**src/rtl/npc_pkg.sv**
```systemverilog
// Shared constants for the NPC RV64I multi-cycle control path:
// opcodes, FSM state encodings, immediate-format selects and ebreak.
package npc_pkg;

  localparam int unsigned INST_W = 32;
  localparam int unsigned OPC_W  = 7;
  localparam int unsigned ST_W   = 3;
  localparam int unsigned IMM_W  = 3;

  localparam logic [OPC_W-1:0] OPC_LUI      = 7'b0110111;
  localparam logic [OPC_W-1:0] OPC_AUIPC    = 7'b0010111;
  localparam logic [OPC_W-1:0] OPC_JAL      = 7'b1101111;
  localparam logic [OPC_W-1:0] OPC_JALR     = 7'b1100111;
  localparam logic [OPC_W-1:0] OPC_BRANCH   = 7'b1100011;
  localparam logic [OPC_W-1:0] OPC_LOAD     = 7'b0000011;
  localparam logic [OPC_W-1:0] OPC_STORE    = 7'b0100011;
  localparam logic [OPC_W-1:0] OPC_OP_IMM   = 7'b0010011;
  localparam logic [OPC_W-1:0] OPC_OP_IMM32 = 7'b0011011;
  localparam logic [OPC_W-1:0] OPC_OP       = 7'b0110011;
  localparam logic [OPC_W-1:0] OPC_OP32     = 7'b0111011;

  localparam logic [ST_W-1:0] ST_FETCH  = 3'd0;
  localparam logic [ST_W-1:0] ST_WAIT_I = 3'd1;
  localparam logic [ST_W-1:0] ST_DECODE = 3'd2;
  localparam logic [ST_W-1:0] ST_EXEC   = 3'd3;
  localparam logic [ST_W-1:0] ST_MEM    = 3'd4;
  localparam logic [ST_W-1:0] ST_WB     = 3'd5;
  localparam logic [ST_W-1:0] ST_HALT   = 3'd6;
  localparam logic [ST_W-1:0] ST_ERR    = 3'd7;

  localparam logic [IMM_W-1:0] IMM_I = 3'd0;
  localparam logic [IMM_W-1:0] IMM_S = 3'd1;
  localparam logic [IMM_W-1:0] IMM_B = 3'd2;
  localparam logic [IMM_W-1:0] IMM_U = 3'd3;
  localparam logic [IMM_W-1:0] IMM_J = 3'd4;

  localparam logic [INST_W-1:0] INST_EBREAK = 32'h0010_0073;

endpackage

```
**src/rtl/npc_opdec.sv**
```systemverilog
// Combinational opcode classifier: legality, access kind, control-flow kind
// and immediate format for the instruction register contents.
module npc_opdec
  import npc_pkg::*;
(
  input  logic [INST_W-1:0] inst,
  output logic              legal,
  output logic              is_load,
  output logic              is_store,
  output logic              is_branch,
  output logic              is_jump,
  output logic              is_ebreak,
  output logic [IMM_W-1:0]  imm_sel
);

  always_comb begin
    legal     = 1'b0;
    is_load   = 1'b0;
    is_store  = 1'b0;
    is_branch = 1'b0;
    is_jump   = 1'b0;
    is_ebreak = (inst == INST_EBREAK);
    imm_sel   = IMM_I;
    // SYSTEM and every unlisted opcode fall to default and stay illegal
    case (inst[OPC_W-1:0])
      OPC_LUI, OPC_AUIPC: begin
        legal   = 1'b1;
        imm_sel = IMM_U;
      end
      OPC_JAL: begin
        legal   = 1'b1;
        is_jump = 1'b1;
        imm_sel = IMM_J;
      end
      OPC_JALR: begin
        legal   = 1'b1;
        is_jump = 1'b1;
        imm_sel = IMM_I;
      end
      OPC_BRANCH: begin
        legal     = 1'b1;
        is_branch = 1'b1;
        imm_sel   = IMM_B;
      end
      OPC_LOAD: begin
        legal   = 1'b1;
        is_load = 1'b1;
        imm_sel = IMM_I;
      end
      OPC_STORE: begin
        legal    = 1'b1;
        is_store = 1'b1;
        imm_sel  = IMM_S;
      end
      OPC_OP_IMM, OPC_OP_IMM32: begin
        legal   = 1'b1;
        imm_sel = IMM_I;
      end
      OPC_OP, OPC_OP32: begin
        legal   = 1'b1;
        imm_sel = IMM_I;
      end
      default: ;
    endcase
  end

endmodule

```
**src/rtl/npc_ctrl.sv**
```systemverilog
// Multi-cycle sequencer: fetch/load-store handshakes, instruction register,
// wait timeout and per-instruction PC / register-file write strobes.
module npc_ctrl
  import npc_pkg::*;
#(
  parameter int unsigned TIMEOUT = 255
) (
  input  logic              clk,
  input  logic              rst_n,
  output logic              ifu_req,
  input  logic              ifu_ready,
  input  logic              ifu_rvalid,
  input  logic [INST_W-1:0] ifu_rdata,
  output logic [INST_W-1:0] inst,
  output logic [IMM_W-1:0]  imm_sel,
  input  logic              br_taken,
  output logic              lsu_req,
  output logic              lsu_we,
  input  logic              lsu_ready,
  input  logic              lsu_rvalid,
  output logic              pc_we,
  output logic              pc_sel,
  output logic              rf_we,
  output logic              halt,
  output logic              err,
  output logic [ST_W-1:0]   state
);

  localparam int unsigned CNT_W = ($clog2(TIMEOUT + 1) > 8) ? $clog2(TIMEOUT + 1) : 8;
  localparam logic [CNT_W-1:0] CNT_LAST = CNT_W'(TIMEOUT - 1);

  logic [ST_W-1:0]   state_q, state_d;
  logic [INST_W-1:0] inst_q, inst_d;
  logic              br_q, br_d;
  logic [CNT_W-1:0]  cnt_q, cnt_d;
  logic              acc_q, acc_d;
  logic              halt_q, halt_d;
  logic              err_q, err_d;
  logic              ifu_req_q, ifu_req_d;
  logic              lsu_req_q, lsu_req_d;
  logic              lsu_we_q, lsu_we_d;
  logic              pc_we_q, pc_we_d;
  logic              pc_sel_q, pc_sel_d;
  logic              rf_we_q, rf_we_d;

  logic dec_legal, dec_load, dec_store, dec_branch, dec_jump, dec_ebreak;

  npc_opdec u_opdec (
    .inst      (inst_q),
    .legal     (dec_legal),
    .is_load   (dec_load),
    .is_store  (dec_store),
    .is_branch (dec_branch),
    .is_jump   (dec_jump),
    .is_ebreak (dec_ebreak),
    .imm_sel   (imm_sel)
  );

  // Next state plus next values of the registered Moore outputs
  always_comb begin
    state_d = state_q;
    inst_d  = inst_q;
    br_d    = br_q;
    cnt_d   = cnt_q;
    acc_d   = acc_q;
    case (state_q)
      ST_FETCH: begin
        if (ifu_ready) begin
          state_d = ST_WAIT_I;
          cnt_d   = '0;
        end
      end
      ST_WAIT_I: begin
        if (ifu_rvalid) begin
          inst_d  = ifu_rdata;
          state_d = ST_DECODE;
        end else if (cnt_q == CNT_LAST) begin
          state_d = ST_ERR;
        end else begin
          cnt_d = cnt_q + CNT_W'(1);
        end
      end
      ST_DECODE: begin
        if (dec_ebreak)      state_d = ST_HALT;
        else if (!dec_legal) state_d = ST_ERR;
        else                 state_d = ST_EXEC;
      end
      ST_EXEC: begin
        br_d = br_taken;
        if (dec_load || dec_store) begin
          state_d = ST_MEM;
          cnt_d   = '0;
          acc_d   = 1'b0;
        end else begin
          state_d = ST_WB;
        end
      end
      ST_MEM: begin
        // acc_q separates the request phase from the load-data phase
        if (!acc_q && lsu_ready) begin
          if (dec_store) state_d = ST_WB;
          else           acc_d   = 1'b1;
        end else if (acc_q && lsu_rvalid) begin
          state_d = ST_WB;
        end else if (cnt_q == CNT_LAST) begin
          state_d = ST_ERR;
        end else begin
          cnt_d = cnt_q + CNT_W'(1);
        end
      end
      ST_WB:   state_d = ST_FETCH;
      default: ;
    endcase

    ifu_req_d = (state_d == ST_FETCH);
    lsu_req_d = (state_d == ST_MEM) && !acc_d;
    lsu_we_d  = lsu_req_d && dec_store;
    pc_we_d   = (state_d == ST_WB);
    pc_sel_d  = pc_we_d && (dec_jump || (dec_branch && br_d));
    rf_we_d   = pc_we_d && !dec_store && !dec_branch && (inst_q[11:7] != 5'd0);
    halt_d    = halt_q || (state_d == ST_HALT);
    err_d     = err_q || (state_d == ST_ERR);
  end

  always_ff @(posedge clk) begin
    if (!rst_n) begin
      state_q   <= ST_FETCH;
      inst_q    <= '0;
      br_q      <= 1'b0;
      cnt_q     <= '0;
      acc_q     <= 1'b0;
      halt_q    <= 1'b0;
      err_q     <= 1'b0;
      ifu_req_q <= 1'b0;
      lsu_req_q <= 1'b0;
      lsu_we_q  <= 1'b0;
      pc_we_q   <= 1'b0;
      pc_sel_q  <= 1'b0;
      rf_we_q   <= 1'b0;
    end else begin
      state_q   <= state_d;
      inst_q    <= inst_d;
      br_q      <= br_d;
      cnt_q     <= cnt_d;
      acc_q     <= acc_d;
      halt_q    <= halt_d;
      err_q     <= err_d;
      ifu_req_q <= ifu_req_d;
      lsu_req_q <= lsu_req_d;
      lsu_we_q  <= lsu_we_d;
      pc_we_q   <= pc_we_d;
      pc_sel_q  <= pc_sel_d;
      rf_we_q   <= rf_we_d;
    end
  end

  assign ifu_req = ifu_req_q;
  assign inst    = inst_q;
  assign lsu_req = lsu_req_q;
  assign lsu_we  = lsu_we_q;
  assign pc_we   = pc_we_q;
  assign pc_sel  = pc_sel_q;
  assign rf_we   = rf_we_q;
  assign halt    = halt_q;
  assign err     = err_q;
  assign state   = state_q;

endmodule

```
**config.mk**
```make
export PLATFORM = sky130hd
export DESIGN_NAME = npc_ctrl
export DESIGN_NICKNAME = d
export VERILOG_FILES = /design/src/rtl/npc_pkg.sv /design/src/rtl/npc_opdec.sv /design/src/rtl/npc_ctrl.sv
export SDC_FILE = /design/constraint.sdc
export NUM_CORES = 1
export LEC_CHECK = 0
export ABC_CLOCK_PERIOD_IN_PS = 3200
export BUFFER_PORTS_ARGS = -buffer_cell sky130_fd_sc_hd__buf_2
export CORE_MARGIN = 2
export CORE_UTILIZATION = 35
export DETAILED_ROUTE_END_ITERATION = 16
export HOLD_SLACK_MARGIN = 0.03
export MAX_ROUTING_LAYER = met4
export SLEW_MARGIN = 25
export SYNTH_ARGS = -nofsm -noshare
export SYNTH_HDL_FRONTEND = slang
export SYNTH_HIERARCHICAL = 1
export SYNTH_SLANG_ARGS = --single-unit
```
**constraint.sdc**
```tcl
create_clock -name clk -period 3.2 [get_ports clk]
set_input_delay 0.64 -clock clk [delete_from_list [all_inputs] [get_ports clk]]
set_output_delay 0.64 -clock clk [all_outputs]
set_load 0.03 [all_outputs]
```
==> results.cfg, run 1 <==
[status]
status = complete, no violations

[setup_path]
crit_required_ns = 3.41
crit_chain = nand2_2 -> or3_4 -> nor4_1 -> buf_4 -> nand2b_1 -> o221ai_1 -> o211a_2 -> or3_4 -> a2111oi_4
max_stage_delay_ns = 0.37
path_delay_family = simple AND/OR/NAND/NOR gates
cp_num_buf_inv = 1
slowest_stage = dfxtp_1
worst_setup_path_start_kind = flip-flop
worst_path_most_repeated_cell = or3_4
criticalPathCategory = flip-flop to flip-flop
cp-end-kind = flip-flop
crit_fanout = 5
arrival_ns = 2.71

[yosys]
ys_types = 55
synth_top_area_cell = dfxtp_1
synth_edf_count = 0
yosys_warnings = 6
yosys.area.top_type_share_pct = 43.0
postSynthRegisterBits = 53
syn_area_sq_um = 2470
avgSynthCellArea_sq_um = 8.21
ys_top_cells_by_area = dfxtp_1 (43%), nand2_1 (11%), a21oi_1 (7.5%)
synthCells = 301
synth_ff_type = dfxtp_1
synth_nets = 342
synthArstFlopShare_pct = 0
yosysSeqAreaShare_pct = 43.0

[sta]
worstMarginPinSlew_ns = 0.748
max_freq_mhz = 400
clock-skew-final_ns = 0.00873
fin_crit_ns = 2.50
hold_viol = 0
drv_slew = 0
min_period_over_period_pct = 78.1
relSlewSlack_pct = 49.9
rsz0062_at_grt = false
worst_slack_ns = 0.701
finalSetupViolCount = 0
tns_ns = 0

[final_layout]
multi_input_area_sq_um = 1320
synthToLayoutAreaGrowth_pct = 25.5
layout_commonest_cell = buf_2
seqCellArea_sq_um = 1060
final_cell_count_no_fill = 477
layout.nets = 421
fillers = 701
drive_gt1_share_pct = 29.7
final_cell_mix = buf_2 (84), nand2_1 (74), dfxtp_1 (53), a21oi_1 (37), nor2_1 (14)
antenna_cells = 0

[worst_hold_path]
hold_class = flip-flop to flip-flop

[grt]
grt_pass1_wl_mm = 10.9
grt_usage_pct = 18.3
grt_antenna_before_repair = 0
grt_max_degree = 39
overflow = 0
grt_pass1_vias = 2244

[floorplan]
dieHeight_um = 88.0
start_util_pct = 36.4
std_cell_rows = 30
io_pins = 85
coreArea_sq_um = 6790
die_w_um = 88.0
dieArea_sq_um = 7740

[drt]
ant_nets = 0
wire_per_inst_um = 14.0
drt-pass1-iter-count = 5
via_per_inst = 4.94
drc = 0
first_iter_violations = 245
vias = 2357
drt_wl_total_mm = 6.67

[cts]
numClockSinks = 53
cts_tree = done
cts_root_buf = clkbuf_8
clkTransAtPathRegs_ns = 0.10
post_cts_buffers = 0
cts_resized = 0
cts_max_level = 2
cts_hold_buf = 0
cts_buffers = 5
cts.path.max_buffers = 2
clock_latency_ns = 0.30

[placed_design]
place.detailed.hpwl_mm = 4.96
io_buffers = 84
place.gp.congestion = 0.884
place_ws_ns = 0.766
dpl.cell_count = 469

[flow_run]
cap_violations = 0

[power_and_ir_drop]
leakage_nw = 1.34
powerDensity_nw_per_um2 = 458
ir_drop_uv = 241
[cell families (layout without fill, tap and decap cells)]
logic type	after synthesis	count (layout)	share of synthesized area, %
simple gates	148	148	31.0
compound gates	71	71	19.1
flops	53	53	43.0
buf+inv	22	102	3.95
mux	3	3	1.27
fa+ha+maj	2	2	1.01
xor+xnor	2	2	0.709
[sequential cells by signal (all words and copies together), names as in the netlist]
signal,count
pc_we,1
lsu_req,1
lsu_we,1
err,1
rf_we,1
br_q,1
pc_sel,1
acc_q,1
cnt_q,8
state,3
ifu_req,1
halt,1
inst,32
[layer usage]
metal	vias up	GRT usage (%)	part of all wire (%)
li1	1213	-	-
met1	1064	24.4	46
met2	74	28.9	47
met3	6	3.49	5.4
met4	0	4.06	0.72
met5	-	-	0
[final timing paths]
path,from,end,slack (ns),cells past startpoint
worst max-delay path,inst[0]$_SDFFE_PN0P_,rf_we$_SDFF_PN0_,0.70,9
worst min-delay path,inst[26]$_SDFFE_PN0P_,inst[26]$_SDFFE_PN0P_,0.47,2
worst max register to register,inst[0]$_SDFFE_PN0P_,rf_we$_SDFF_PN0_,0.70,9
worst min register to register,inst[26]$_SDFFE_PN0P_,inst[26]$_SDFFE_PN0P_,0.47,2
[synthesized netlist by cell type, drive strengths merged (2+ instances only)]
library cell   n
a21o           2
a21oi         37
a2bb2oi        2
a31oi          2
and2           6
and3           4
buf            7
clkbuf         8
dfxtp         53
ha             2
inv            7
mux2i          2
nand2         75
nand2b         3
nand3          7
nand3b         3
nand4          4
nor2          14
nor2b          4
nor3           3
nor3b          3
nor4          12
o211ai         4
o21ai         11
o221ai         2
or2            3
or3            2
or4b           2
[worst reg2reg max path, stage by stage (launching register included)]
cell and delay (ns):
dfxtp_1 0.37, nand2_2 0.11, or3_4 0.36, nor4_1 0.18, buf_4 0.19, nand2b_1 0.12, o221ai_1 0.17, o211a_2 0.33
or3_4 0.37, a2111oi_4 0.20
[power by group]
part / internal [W] / switching [W]
Clock: 0.000255 / 0.000225
Sequential: 0.000684 / 0.0000267
Combinational: 0.0000806 / 0.000150
Total: 0.00102 / 0.000402
[layout make-up]
type	count	area share (%)
Multi-Input combinational cell	226	42.5
Sequential cell	53	34.2
Timing Repair Buffer	87	14.7
Tap cell	96	3.88
Clock buffer	6	2.66
Clock inverter	2	1.21
Inverter	7	0.848
[through the flow]
stage	power (W)	area [sq um]	hold WS (ns)	util (%)
floorplan	0.000878	2470	0.452	-
global placement	0.000955	2980	0.453	43.8
detailed placement	0.000957	2980	0.459	43.8
CTS	0.00143	3100	0.472	45.6
global route	0.00149	3100	0.494	45.6
finish	0.00142	3100	0.474	45.6
(Power assumes the default switching activity.)
==> run 2, diff against run 1 <==
--- a/config.mk
+++ b/config.mk
@@ -5,7 +5,7 @@
 export SDC_FILE = /design/constraint.sdc
 export NUM_CORES = 1
 export LEC_CHECK = 0
-export ABC_CLOCK_PERIOD_IN_PS = 3200
+export ABC_CLOCK_PERIOD_IN_PS = 2300
 export BUFFER_PORTS_ARGS = -buffer_cell sky130_fd_sc_hd__buf_2
 export CORE_MARGIN = 2
 export CORE_UTILIZATION = 35
==> constraint.sdc (replaced) <==
create_clock -name clk -period 2.3 [get_ports clk]
set_input_delay 0.46 -clock clk [delete_from_list [all_inputs] [get_ports clk]]
set_output_delay 0.46 -clock clk [all_outputs]
set_load 0.03 [all_outputs]
==> run 2 against run 1 <==
Hold slack lost 0.097 ns; clock power grew 19%; register-to-register slack lost 0.56 ns; setup slack lost 0.56 ns; final cell count grew 3.8%.
==> results.cfg, run 2 (same netlist as run 1, synthesis figures left out) <==
[grt]
top_usage_layer = met2
overflow = 0
grt_pass1_wl_mm = 10.8
grt_max_degree = 33
grt_usage_pct = 18.2
grt_pass1_vias = 2214
use_met3_pct = 4.52
met2_usage_pct = 28.0
grt_antenna_before_repair = 0
met1_usage_pct = 24.6

[power_and_ir_drop]
leakage_nw = 1.44
ir_drop_uv = 327
powerDensity_nw_per_um2 = 581

[final_layout]
drive_gt1_share_pct = 36.8
design_area_sq_um = 3290
final_cell_mix = buf_2 (84), nand2_1 (74), dfxtp_1 (46), a21oi_1 (37), buf_4 (21)
layout_commonest_cell = buf_2
antenna_cells = 0
layout.nets = 439
synthToLayoutAreaGrowth_pct = 33.3
largest_reg_flops = 32

[setup_path]
crit_fanout = 4
criticalPathCategory = flip-flop to flip-flop
crit_required_ns = 2.51
crit_chain = nand2_2 -> or3_4 -> nor4_4 -> nand2b_4 -> o221ai_2 -> o211a_2 -> or3_4 -> a2111oi_4
arrival_ns = 2.37
cp-end-kind = flip-flop
slowest_stage = or3_4
worst_path_most_repeated_cell = or3_4
worst_setup_path_start_kind = flip-flop
max_stage_delay_ns = 0.37

[drt]
wire_per_inst_um = 13.5
via_per_inst = 4.97
ant_nets = 0
drt-pass1-iter-count = 4
drt_wl_total_mm = 6.70
first_iter_violations = 163
drc = 0
vias = 2458

[placed_design]
place.detailed.hpwl_mm = 5.01
post_dp_cell_area_sq_um = 3120
io_buffers = 84
place.gp.congestion = 0.851

[worst_hold_path]
hold_class = input port to flip-flop

[floorplan]
std_cell_rows = 30
coreArea_sq_um = 6790
dieArea_sq_um = 7740
dieHeight_um = 88.0
io_pins = 85
die_w_um = 88.0
start_util_pct = 36.4

[sta]
tns_ns = 0
clock-skew-final_ns = 0.00721
hold_viol = 0
finalSetupViolCount = 0
fin_crit_ns = 2.16
min_period_over_period_pct = 94.0
drv_slew = 0
worstMarginPinSlew_ns = 0.537
max_freq_mhz = 462
rsz0062_at_grt = false
relSlewSlack_pct = 64.1

[cts]
clkTransAtPathRegs_ns = 0.10
cts_root_buf = clkbuf_8
clock_latency_ns = 0.30
cts_tree = done
numClockSinks = 53
cts_hold_buf = 0
cts_buffers = 5
cts.path.max_buffers = 2
cts_max_level = 2

[flow_run]
cap_violations = 0

[status]
status = complete, no violations
run 2: stage by stage:
step	hold slack [ns]	setup WS [ns]	total power [W]	util, %	instances
6_report	0.377	0.137	0.00191	48.5	495
5_1_grt	0.383	0.00453	0.00201	48.5	495
4_1_cts	0.371	0.0101	0.00192	47.4	494
3_5_place_dp	0.460	0.0359	0.00135	45.9	486
3_3_place_gp	0.451	0.0623	0.00135	45.9	486
2_1_floorplan	0.452	0.000467	0.00122	-	301
run 2: cell type report:
type / count / area [sq um]
fill: 671 / 3500
multi-input combinational: 226 / 1390
sequential: 53 / 1070
timing repair buffer: 105 / 578
tap: 96 / 120
clock buffer: 7 / 96.3
inverter: 7 / 26.3
clock inverter: 1 / 5.00
run 2: what timing repair did:
action | 4_1_cts | 5_1_grt
resized for setup | 0 | 11
setup endpoints to repair | 0 | 5
buffers inserted | 0 | 1
run 2: final timing paths:
path,start,to,slack (ns),cells past startpoint
worst max-delay path,inst[0]$_SDFFE_PN0P_,rf_we$_SDFF_PN0_,0.14,8
worst min-delay path,ifu_rdata[1],inst[1]$_SDFFE_PN0P_,0.38,3
worst max register to register,inst[0]$_SDFFE_PN0P_,rf_we$_SDFF_PN0_,0.14,8
worst min register to register,inst[21]$_SDFFE_PN0P_,inst[21]$_SDFFE_PN0P_,0.47,2
run 2: routing by layer:
layer	vias up	wire [um]
li1	1248	-
met1	1141	3130
met2	65	3150
met3	4	397
met4	0	23
met5	-	0
run 2: where the power goes:
| part | leakage [nW] | switching (W) | total [W] | internal (W) |
|---|---|---|---|---|
| Sequential | 0.433 | 0.0000289 | 0.000980 | 0.000951 |
| Combinational | 0.955 | 0.000227 | 0.000363 | 0.000136 |
| Clock | 0.0542 | 0.000298 | 0.000571 | 0.000273 |
| Total | 1.44 | 0.000554 | 0.00191 | 0.00136 |
run 2: critical path: cells and delay by family, from the launching register on:
family	cells	cell delay, ns
simple gates	5	1.13
compound gates	3	0.57
flops	1	0.36
